==> src/rtl/mul_hilo.sv <==
// HI/LO control and writeback stage behind the two-stage multiplier.
// Define MUL_HILO_MADD_EN to enable MADD/MADDU/MSUB/MSUBU accumulation into HI/LO.
module mul_hilo #(
  parameter int unsigned MUL_LAT = 2
) (
  input  logic        clk,
  input  logic        resetn,
  input  logic        op_valid,
  input  logic [2:0]  op_code,
  input  logic [31:0] op_a,
  input  logic [31:0] op_b,
  output logic        op_ready,
  input  logic        flush,
  output logic [31:0] mul_x,
  output logic [31:0] mul_y,
  output logic        mul_signed,
  input  logic [63:0] mul_result,
  output logic [31:0] hi,
  output logic [31:0] lo,
  output logic        busy
);

  localparam int unsigned XLEN = 32;
  localparam int unsigned DLEN = 2 * XLEN;

  localparam logic [2:0] OP_MULT  = 3'd0;
  localparam logic [2:0] OP_MULTU = 3'd1;
  localparam logic [2:0] OP_MTHI  = 3'd2;
  localparam logic [2:0] OP_MTLO  = 3'd3;
  localparam logic [2:0] OP_MADD  = 3'd4;
  localparam logic [2:0] OP_MADDU = 3'd5;
  localparam logic [2:0] OP_MSUB  = 3'd6;
  localparam logic [2:0] OP_MSUBU = 3'd7;

  typedef enum logic [1:0] {
    KIND_PLAIN = 2'd0,
    KIND_ADD   = 2'd1,
    KIND_SUB   = 2'd2
  } kind_e;

  typedef struct packed {
    logic  valid;
    kind_e kind;
  } trk_t;

`ifdef MUL_HILO_MADD_EN
  localparam kind_e ACC_ADD_KIND = KIND_ADD;
  localparam kind_e ACC_SUB_KIND = KIND_SUB;
`else
  localparam kind_e ACC_ADD_KIND = KIND_PLAIN;
  localparam kind_e ACC_SUB_KIND = KIND_PLAIN;
`endif

  logic            dec_mul;
  logic            dec_mthi;
  logic            dec_mtlo;
  logic            dec_signed;
  kind_e           dec_kind;
  logic            accept;
  trk_t            trk_q [MUL_LAT];
  trk_t            trk_in;
  trk_t            wb;
  logic [DLEN-1:0] hilo_q;
  logic [DLEN-1:0] hilo_d;
  logic [DLEN-1:0] wb_val;

  // Opcode decode into multiply/move class, signedness and accumulate kind.
  always_comb begin
    dec_mul    = 1'b0;
    dec_mthi   = 1'b0;
    dec_mtlo   = 1'b0;
    dec_signed = 1'b0;
    dec_kind   = KIND_PLAIN;
    case (op_code)
      OP_MULT:  begin dec_mul = 1'b1; dec_signed = 1'b1; end
      OP_MULTU: dec_mul = 1'b1;
      OP_MTHI:  dec_mthi = 1'b1;
      OP_MTLO:  dec_mtlo = 1'b1;
      OP_MADD:  begin dec_mul = 1'b1; dec_signed = 1'b1; dec_kind = ACC_ADD_KIND; end
      OP_MADDU: begin dec_mul = 1'b1; dec_kind = ACC_ADD_KIND; end
      OP_MSUB:  begin dec_mul = 1'b1; dec_signed = 1'b1; dec_kind = ACC_SUB_KIND; end
      OP_MSUBU: begin dec_mul = 1'b1; dec_kind = ACC_SUB_KIND; end
      default:  ;
    endcase
  end

  assign mul_x      = op_a;
  assign mul_y      = op_b;
  assign mul_signed = resetn & dec_signed;

  // Moves wait for in-flight products so an older product cannot clobber them.
  assign op_ready = ~flush & ~((dec_mthi | dec_mtlo) & busy);
  assign accept   = op_valid & op_ready;

  always_comb begin
    trk_in       = '0;
    trk_in.valid = accept & dec_mul;
    trk_in.kind  = dec_kind;
  end

  // Tracker shift, one stage per multiplier pipeline register.
  always_ff @(posedge clk or negedge resetn) begin
    if (!resetn) begin
      for (int i = 0; i < int'(MUL_LAT); i++) trk_q[i] <= '0;
    end else begin
      trk_q[0] <= flush ? '0 : trk_in;
      for (int i = 1; i < int'(MUL_LAT); i++) trk_q[i] <= flush ? '0 : trk_q[i-1];
    end
  end

  assign wb = trk_q[MUL_LAT-1];

  always_comb begin
    busy = 1'b0;
    for (int i = 0; i < int'(MUL_LAT); i++) busy = busy | trk_q[i].valid;
  end

  // Writeback value; accumulate forms read the HI/LO written on the previous edge.
  always_comb begin
    wb_val = mul_result;
    case (wb.kind)
`ifdef MUL_HILO_MADD_EN
      KIND_ADD: wb_val = DLEN'(hilo_q + mul_result);
      KIND_SUB: wb_val = DLEN'(hilo_q - mul_result);
`endif
      default:  wb_val = mul_result;
    endcase
  end

  always_comb begin
    hilo_d = hilo_q;
    if (wb.valid && !flush) begin
      hilo_d = wb_val;
    end else if (accept && dec_mthi) begin
      hilo_d[DLEN-1:XLEN] = op_a;
    end else if (accept && dec_mtlo) begin
      hilo_d[XLEN-1:0] = op_a;
    end
  end

  always_ff @(posedge clk or negedge resetn) begin
    if (!resetn) hilo_q <= '0;
    else         hilo_q <= hilo_d;
  end

  assign hi = hilo_q[DLEN-1:XLEN];
  assign lo = hilo_q[XLEN-1:0];

endmodule

==> config.mk <==
export PLATFORM = sky130hd
export DESIGN_NAME = mul_hilo
export DESIGN_NICKNAME = d
export VERILOG_FILES = /design/src/rtl/mul_hilo.sv
export SDC_FILE = /design/constraint.sdc
export NUM_CORES = 1
export LEC_CHECK = 0
export CORE_MARGIN = 8
export CORE_UTILIZATION = 36
export DETAILED_ROUTE_END_ITERATION = 12
export PLACE_DENSITY = 0.81
export SYNTH_ARGS = -nofsm -noshare
export SYNTH_HDL_FRONTEND = slang
export SYNTH_SLANG_ARGS = --single-unit
==> constraint.sdc <==
create_clock -name clk -period 2 [get_ports clk]
set_input_delay 0.4 -clock clk [delete_from_list [all_inputs] [get_ports clk]]
set_output_delay 0.4 -clock clk [all_outputs]
set_load 0.05 [all_outputs]
# Yosys cells after proc, flatten, opt, wreduce, memory -nomap -nowiden
# Cells that the tools add are included.
word_totals:
  out_inout_bits: 131
  ff_bits: 68
classes:
  n_reduce_logical: 10
  eq_ne: 8
  mux: 10
  n_bitwise: 9
op_table:
  columns: ["op", "count"]
  rows:
  - ["$mux 32", 3]
  - ["$mux 64", 1]
  - ["$eq 3x3->1 const B", 4]
  - ["$eq 3x2->1 const B", 2]
  - ["$mux 3", 2]
  - ["$reduce_or 6->1", 1]
  - ["$and 1x1->1", 5]
  - ["$mux 1", 4]
  - ["$reduce_bool 2->1", 2]
  - ["$eq 3x1->1 const B", 1]
  - ["$logic_and 1x1->1", 3]
  - ["$logic_not 3->1", 1]
  - ["$reduce_or 3->1", 1]
  - ["$ne 2x2->1 const B", 1]
  - ["$not 1->1", 2]
  - ["$or 1x1->1", 2]
  - ["$reduce_and 2->1", 1]
  - ["$logic_not 1->1", 1]

# Longest topological paths before layout
# Gate-level depths: netlist of run 1.
logic_depth:
  depth_word: 11
  ltp_mapped: 6
  depth_no_buf: 3

# Worst setup path after synthesis of run 1
# No wires, ideal clock.
synth_timing:
  path_kind: "input port to output port"
  startpoint: "input op_code[1]"
  endpoint: "output mul_signed"
  path_slack_ns: -0.424
  required_ns: 1.600
  stages: 4
  t_arrival_ns: 2.024
  cell_sequence: "nor2b_1 > buf_2 > buf_2 > nor3b_1"
synth_between:
  elab_chain_cells: 4
  word_cells_on_any_way: 6
synth_rtl:
  columns: ["item", "line", "text"]
  rows:
  - ["start, declared", "9", "input logic [2:0] op_code,"]
  - ["$eq 3x3->1 or $logic_not 3->1 (tied branches)", "74", "case (op_code)"]
  - ["$reduce_or 3->1 (no source line) *", null, null]
  - ["$mux 1 *", "74", null]
  - ["$and 1x1->1 *", "89", "assign mul_signed = resetn & dec_signed;"]
  - ["end, declared", "16", "output logic mul_signed,"]
# Every way passes the cells marked *; elsewhere a longest branch is shown, timed or not.

# Final worst setup path of run 1
layout_timing:
  startpoint: "register hilo_q[36]"
  endpoint: "output hi[4]"
layout_rtl:
  columns: ["item", "line", "text"]
  rows:
  - ["start, declared", "63", "logic [DLEN-1:0] hilo_q;"]
  - ["start signal, assigned", "143", "else hilo_q <= hilo_d;"]
  - ["end, declared", "18", "output logic [31:0] hi,"]
# No word-level cell between the ends.

==> results.tsv, run 1 <==
metric	value	unit
yosysWarnings	0	
io_buffer_count	201	
root_buffer	clkbuf_8	
fin_crit_sh	97.0	%
cts_max_level	3	
critPathTopFamily	buffers and inverters	
grt_use_total	19.2	%
synthTopCellsByArea	dfrtp_1 (42%), buf_4 (12%), o21ai_1 (7.6%)	
crit_chain	clkdlybuf4s50_1	
setup_viol	0	
synth.cell_area	3960	um2
cts.sinks	66	
synth_most_common_cell	dfrtp_1	
synth_cells	447	
instances_no_fill	710	
ys_async_sr_fraction	100	%
hold_violations	0	
start_util	36.6	%
vias	3997	
die_area	14600	um2
core_area	10800	um2
dieHeight	121	um
route.met3.wl	1.30	mm
post_cts_resized	0	
synth-edff-count	0	
cts-buffers-inserted	9	
yosysUniqueCellTypes	21	
antenna_found_initial	0	
crit_arrival	1.54	ns
gp_congestion	0.809	
design_area	6150	um2
cts_tree	yes	
io_pins	266	
path_clk_slew	0.07	ns
max-vdd-ir-drop	0.554	mV
wl_met2	7.34	mm
fp.dieW	121	um
slew_headroom	43.6	%
ys_ff_latch	66	
path_buf_inv	1	
first_pass_iters	5	
highest_layer	met4	
drtIter0Drc	369	
reg2reg_from	trk_q[2]$_DFF_PN0_	
cp_slowest_cell	clkdlybuf4s50_1	
cp-start-kind	flip-flop	
pwr_density_cell	983	nW/um2
netlist_top_cells_count	dfrtp_1 (66), buf_4 (64), nor2_1 (64)	
syn_area_per_cell	8.85	um2
cts_hold_buf	0	
rsz0062_at_grt	no	
p_leak	2.36	nW
final_nets	701	
cts_buffer_depth	2	
layout_min_cycle_time	1.94	ns
status	completed	
route.detailed.drc	0	
critPathCaptureType	primary output	
dp_cells	695	
rows	38	
reg2reg_slack	0.13	ns
place_area	5960	um2
synth_top_area_share	41.8	%
grt-ovfl-total	0	
wl	14.5	mm
m1WireLength	5.54	mm
areaGrowthSynthToFinish	55.5	%
synthesis.nets	582	
rr_endpoint	hilo_q[34]$_DFFE_PN0P_	
cp_slowest_stage_delay	0.85	ns
grt_first_pass_wirelength	22.2	mm
drive_gt1_share	13.9	%
reg2reg_depth	4	
ys.flop_type	dfrtp_1	
cp_max_fo	2	
insertion_delay	0.34	ns
drv_cap	0	
routedWlPerCell	20.4	um
fmax	515	MHz
dpl.hpwl	10.7	mm
fillers	927	
path_class	flip-flop to primary output	
worst_pin_slew	0.846	ns
grt_pass1_vias	4058	
min_path_type	primary input to async pin	
grt_start_max_net_pins	67	
yosysTopAreaCell	dfrtp_1	
maxSlewViolCount	0	
post_cts_buffers	0	
cp.required	1.60	ns
routed_via_density	5.63	
ys_seq_area_share	41.8	%
ant_nets	0	
antennaDiodeCount	0	
clock_skew	0.00431	ns
-- metrics by stage --
stage	TNS, ns	hold WS [ns]	util (%)	worst slack (ns)	total power [mW]
after floorplan	0	0.104	-	0.0630	3.89
after global placement	-8.81	0.526	55.3	-0.197	4.93
after detailed placement	-11.23	0.533	55.3	-0.271	4.99
after CTS	0	0.359	57.0	0.0375	6.10
after global routing	0	0.395	57.0	0.0123	6.31
final	0	0.323	57.0	0.0593	6.05
-- final cells by class --
class	instances	area, um2	area share [%]
clock buffers	12	145	2.36
multi-input cells	268	1600	26.0
clock inverters	3	40.0	0.651
repair buffers	221	2540	41.3
well taps	140	175	2.85
flip-flops and latches	66	1650	26.9
-- flip-flops by register name, summed over array words and instances, names as in the netlist --
register	flops
hilo_q	64
trk_q	2
-- logic make-up (layout without fill, tap and decap cells) --
group           count (synthesis)  after routing  share of synthesized area, %
flops                          66             66                          41.8
simple gates                  107            107                          15.3
buf+inv                       113            236                          18.5
compound gates                161            161                          24.4
-- how the worst max path moves through the flow --
stage,start,endpoint,slack (ns),cells after the start
after floorplan,op_code[1],mul_signed,0.06,4
after global placement,flush,hilo_q[34]$_DFFE_PN0P_,-0.20,5
after detailed placement,op_valid,hilo_q[33]$_DFFE_PN0P_,-0.27,5
after CTS,hilo_q[36]$_DFFE_PN0P_,hi[4],0.04,1
after global routing,hilo_q[1]$_DFFE_PN0P_,lo[1],0.01,1
final,hilo_q[36]$_DFFE_PN0P_,hi[4],0.06,1
-- metal layers --
metal  global-route usage, %  up-vias
li1                        -     1814
met1                    22.0     1946
met2                    32.4      203
met3                    6.76       34
met4                    6.87        0
met5                       0        -
-- layout by cell type (no fill, tap or decap), types with 4 or more instances in the layout --
cell type,n
clkdlybuf4s50_1,163
dfrtp_1,66
nor2_1,64
o21ai_1,60
buf_12,38
a41oi_1,32
a21oi_1,32
nand4b_1,32
a31oi_1,32
buf_4,18
clkbuf_8,10
o21ai_0,4
-- power by group --
group	switching, mW	internal, mW
clock network	0.500	0.600
registers	0.186	1.67
logic	1.97	1.12
Note: power is estimated with default switching activity, not from simulation.
==> inputs of run 2 (changes only) <==
--- a/config.mk
+++ b/config.mk
@@ -7,6 +7,6 @@
 export LEC_CHECK = 0
-export CORE_MARGIN = 8
+export CORE_MARGIN = 2
 export CORE_UTILIZATION = 36
 export DETAILED_ROUTE_END_ITERATION = 12
-export PLACE_DENSITY = 0.81
+export PLACE_DENSITY = 0.89
 export SYNTH_ARGS = -nofsm -noshare
--- a/constraint.sdc
+++ b/constraint.sdc
@@ -3,2 +3,2 @@
 set_output_delay 0.4 -clock clk [all_outputs]
-set_load 0.05 [all_outputs]
+set_load 0.005 [all_outputs]
==> results.tsv, run 2 (same netlist as run 1, synthesis figures left out) <==
metric	value	unit	change
switching_power	1.30	mW	was 2.66 mW
root_buffer	clkbuf_8		unchanged
die_area	11800	um2	was 14600 um2
drtIter0Drc	274		was 369
dpl.hpwl	9.28	mm	was 10.7 mm
dp_slack	-0.243	ns	was -0.271 ns
areaGrowthSynthToFinish	48.4	%	was 55.5%
dieHeight	109	um	was 121 um
p_seq_share	40.8	%	was 30.8%
path_clk_slew	0.07	ns	about the same
insertion_delay	0.34	ns	about the same
maxSlewViolCount	0		unchanged
design_area	5870	um2	was 6150 um2
crit_arrival	2.14	ns	was 1.54 ns
io_buffer_count	201		unchanged
cp_slowest_cell	or4b_2		was clkdlybuf4s50_1
grt_pass1_vias	3914		was 4058
gp_congestion	0.787		was 0.809
rsz0062_at_grt	yes		was no
grt_start_max_net_pins	67		unchanged
core_area	10800	um2	unchanged
min_path_type	primary input to async pin		unchanged
clock_skew	0.00893	ns	was 0.00431 ns
fin_crit_sh	96.8	%	was 97.0%
status	completed		unchanged
pwr_density_cell	777	nW/um2	was 983 nW/um2
slew_headroom	42.0	%	was 43.6%
cp.required	2.21	ns	was 1.60 ns
cts_buffer_depth	2		unchanged
comb_power_share	36.4	%	was 51.0%
clkPwrFrac	22.7	%	was 18.2%
rows	38		unchanged
fin_ws	0.0632	ns	was 0.0593 ns
cts_tree	yes		unchanged
path_common_cell	buf_4		
final_cell_mix	clkdlybuf4s50_1 (197), dfrtp_1 (65), nor2_1 (64), o21ai_1 (60), a21oi_1 (33)		was clkdlybuf4s50_1 (163), dfrtp_1 (66), nor2_1 (64), o21ai_1 (60), buf_12 (38)
cts_max_level	3		unchanged
hold_violations	0		unchanged
path_class	flip-flop to flip-flop		was flip-flop to primary output
reg_top3	hilo_q x64, trk_q x2		unchanged
cp_max_fo	34		was 2
fp.dieW	109	um	was 121 um
layout_commonest_cell	clkdlybuf4s50_1		unchanged
final_nets	707		was 701
fmax	516	MHz	was 515 MHz
cts_hold_buf	0		unchanged
cp-start-kind	flip-flop		unchanged
fillers	977		was 927
swShare	28.5	%	was 43.9%
cp_slowest_stage_delay	0.65	ns	was 0.85 ns
internal_power	3.26	mW	was 3.39 mW
antennaDiodeCount	0		unchanged
hold-worst-slack	0.269	ns	was 0.323 ns
drv_cap	0		unchanged
ant_nets	0		unchanged
layout_min_cycle_time	1.94	ns	about the same
crit_chain	buf_4 > or4b_2 > buf_4 > o21ai_0 > a31oi_1		was clkdlybuf4s50_1
setup_viol	0		unchanged
drive_gt1_share	8.52	%	was 13.9%
cts-buffers-inserted	9		unchanged
wl	12.9	mm	was 14.5 mm
io_pins	266		unchanged
p_leak	2.20	nW	was 2.36 nW
max_flop_register	hilo_q		unchanged
routed_via_density	5.60		was 5.63
grt_use_total	21.5	%	was 19.2%
route.detailed.drc	0		unchanged
critPathCaptureType	flip-flop		was primary output
routedWlPerCell	18.1	um	was 20.4 um
grt_first_pass_wirelength	19.9	mm	was 22.2 mm
worst_pin_slew	0.870	ns	was 0.846 ns
place_area	5690	um2	was 5960 um2
grt-ovfl-total	0		unchanged
cts.sinks	66		unchanged
first_pass_iters	5		unchanged
vias	4004		was 3997
largest_register_ffs	64		unchanged
start_util	36.6	%	unchanged
max-vdd-ir-drop	0.355	mV	was 0.554 mV
antenna_found_initial	0		unchanged
==> run 2: cell count changes in the layout (fill, tap and decap cells not counted), moves of 2 or more <==
cell and delta:
buf_12 -32, buf_4 +3, clkbuf_1 -2, clkdlybuf4s50_1 +34
clkbuf_8 +2, dlygate4sd2_1 +2
==> run 2: path summary, 6_finish.rpt <==
check / slack, ns / start / endpoint / depth (start not counted)
worst max register to register: 0.06 / trk_q[2]$_DFF_PN0_ / hilo_q[32]$_DFFE_PN0P_ / 5
worst min-delay path: 0.27 / resetn / hilo_q[0]$_DFFE_PN0P_ / 2
max in group asynchronous: 1.14 / resetn / trk_q[2]$_DFF_PN0_ / 2
min in group clk: 0.55 / hilo_q[30]$_DFFE_PN0P_ / hilo_q[30]$_DFFE_PN0P_ / 2
worst max-delay path: 0.06 / trk_q[2]$_DFF_PN0_ / hilo_q[32]$_DFFE_PN0P_ / 5
worst min register to register: 0.55 / hilo_q[30]$_DFFE_PN0P_ / hilo_q[30]$_DFFE_PN0P_ / 2
==> run 2: power groups by stage <==
| stage | clock [mW] | sequential [mW] | combinational (mW) |
|---|---|---|---|
| floorplan | 0 | 1.89 | 0.572 |
| global placement | 0 | 1.87 | 1.62 |
| detailed placement | 0 | 1.89 | 1.66 |
| CTS | 1.07 | 1.86 | 1.67 |
| global route | 1.14 | 1.90 | 1.80 |
| finish | 1.04 | 1.86 | 1.66 |
==> run 2: routing by layer <==
metal  part of all wire, %  vias up  global-route usage (%)
met4                   1.8        0                    7.88
met3                   7.0       24                    3.89
met2                    51      209                    38.2
met1                    40     1943                    25.9
met5                     0        -                       0
li1                      -     1828                       -
==> run 2: through the flow <==
step | std cells | setup TNS (ns) | utilization (%) | power [mW]
floorplan | 447 | 0 | - | 2.46
global placement | 700 | -9.85 | 52.7 | 3.49
detailed placement | 700 | -11.24 | 52.7 | 3.55
CTS | 715 | 0 | 54.4 | 4.61
global route | 715 | -0.0484 | 54.4 | 4.84
finish | 715 | 0 | 54.4 | 4.56
==> run 2: worst max-delay path: cells and delay by family, from the launching register on <==
family	cells	cell delay (ns)
AND/OR/NAND/NOR	1	0.65
AO/OA/AOI/OAI	2	0.32
flip-flops	1	0.40
buffers and inverters	2	0.42
==> run 2: final cells by class <==
class / count / area, um2 / share of cell area (%)
Clock buffer: 12 / 165 / 2.81
Clock inverter: 2 / 12.5 / 0.213
Multi-Input combinational cell: 268 / 1590 / 27.1
Sequential cell: 66 / 1650 / 28.2
Tap cell: 140 / 175 / 2.98
Timing Repair Buffer: 227 / 2270 / 38.7
==> run 2: timing repair <==
action / CTS / global route
pin swaps: 0 / 0
resized for setup: 3 / 0
setup buffers: 1 / 0
endpoints found under the setup margin: 3 / 3
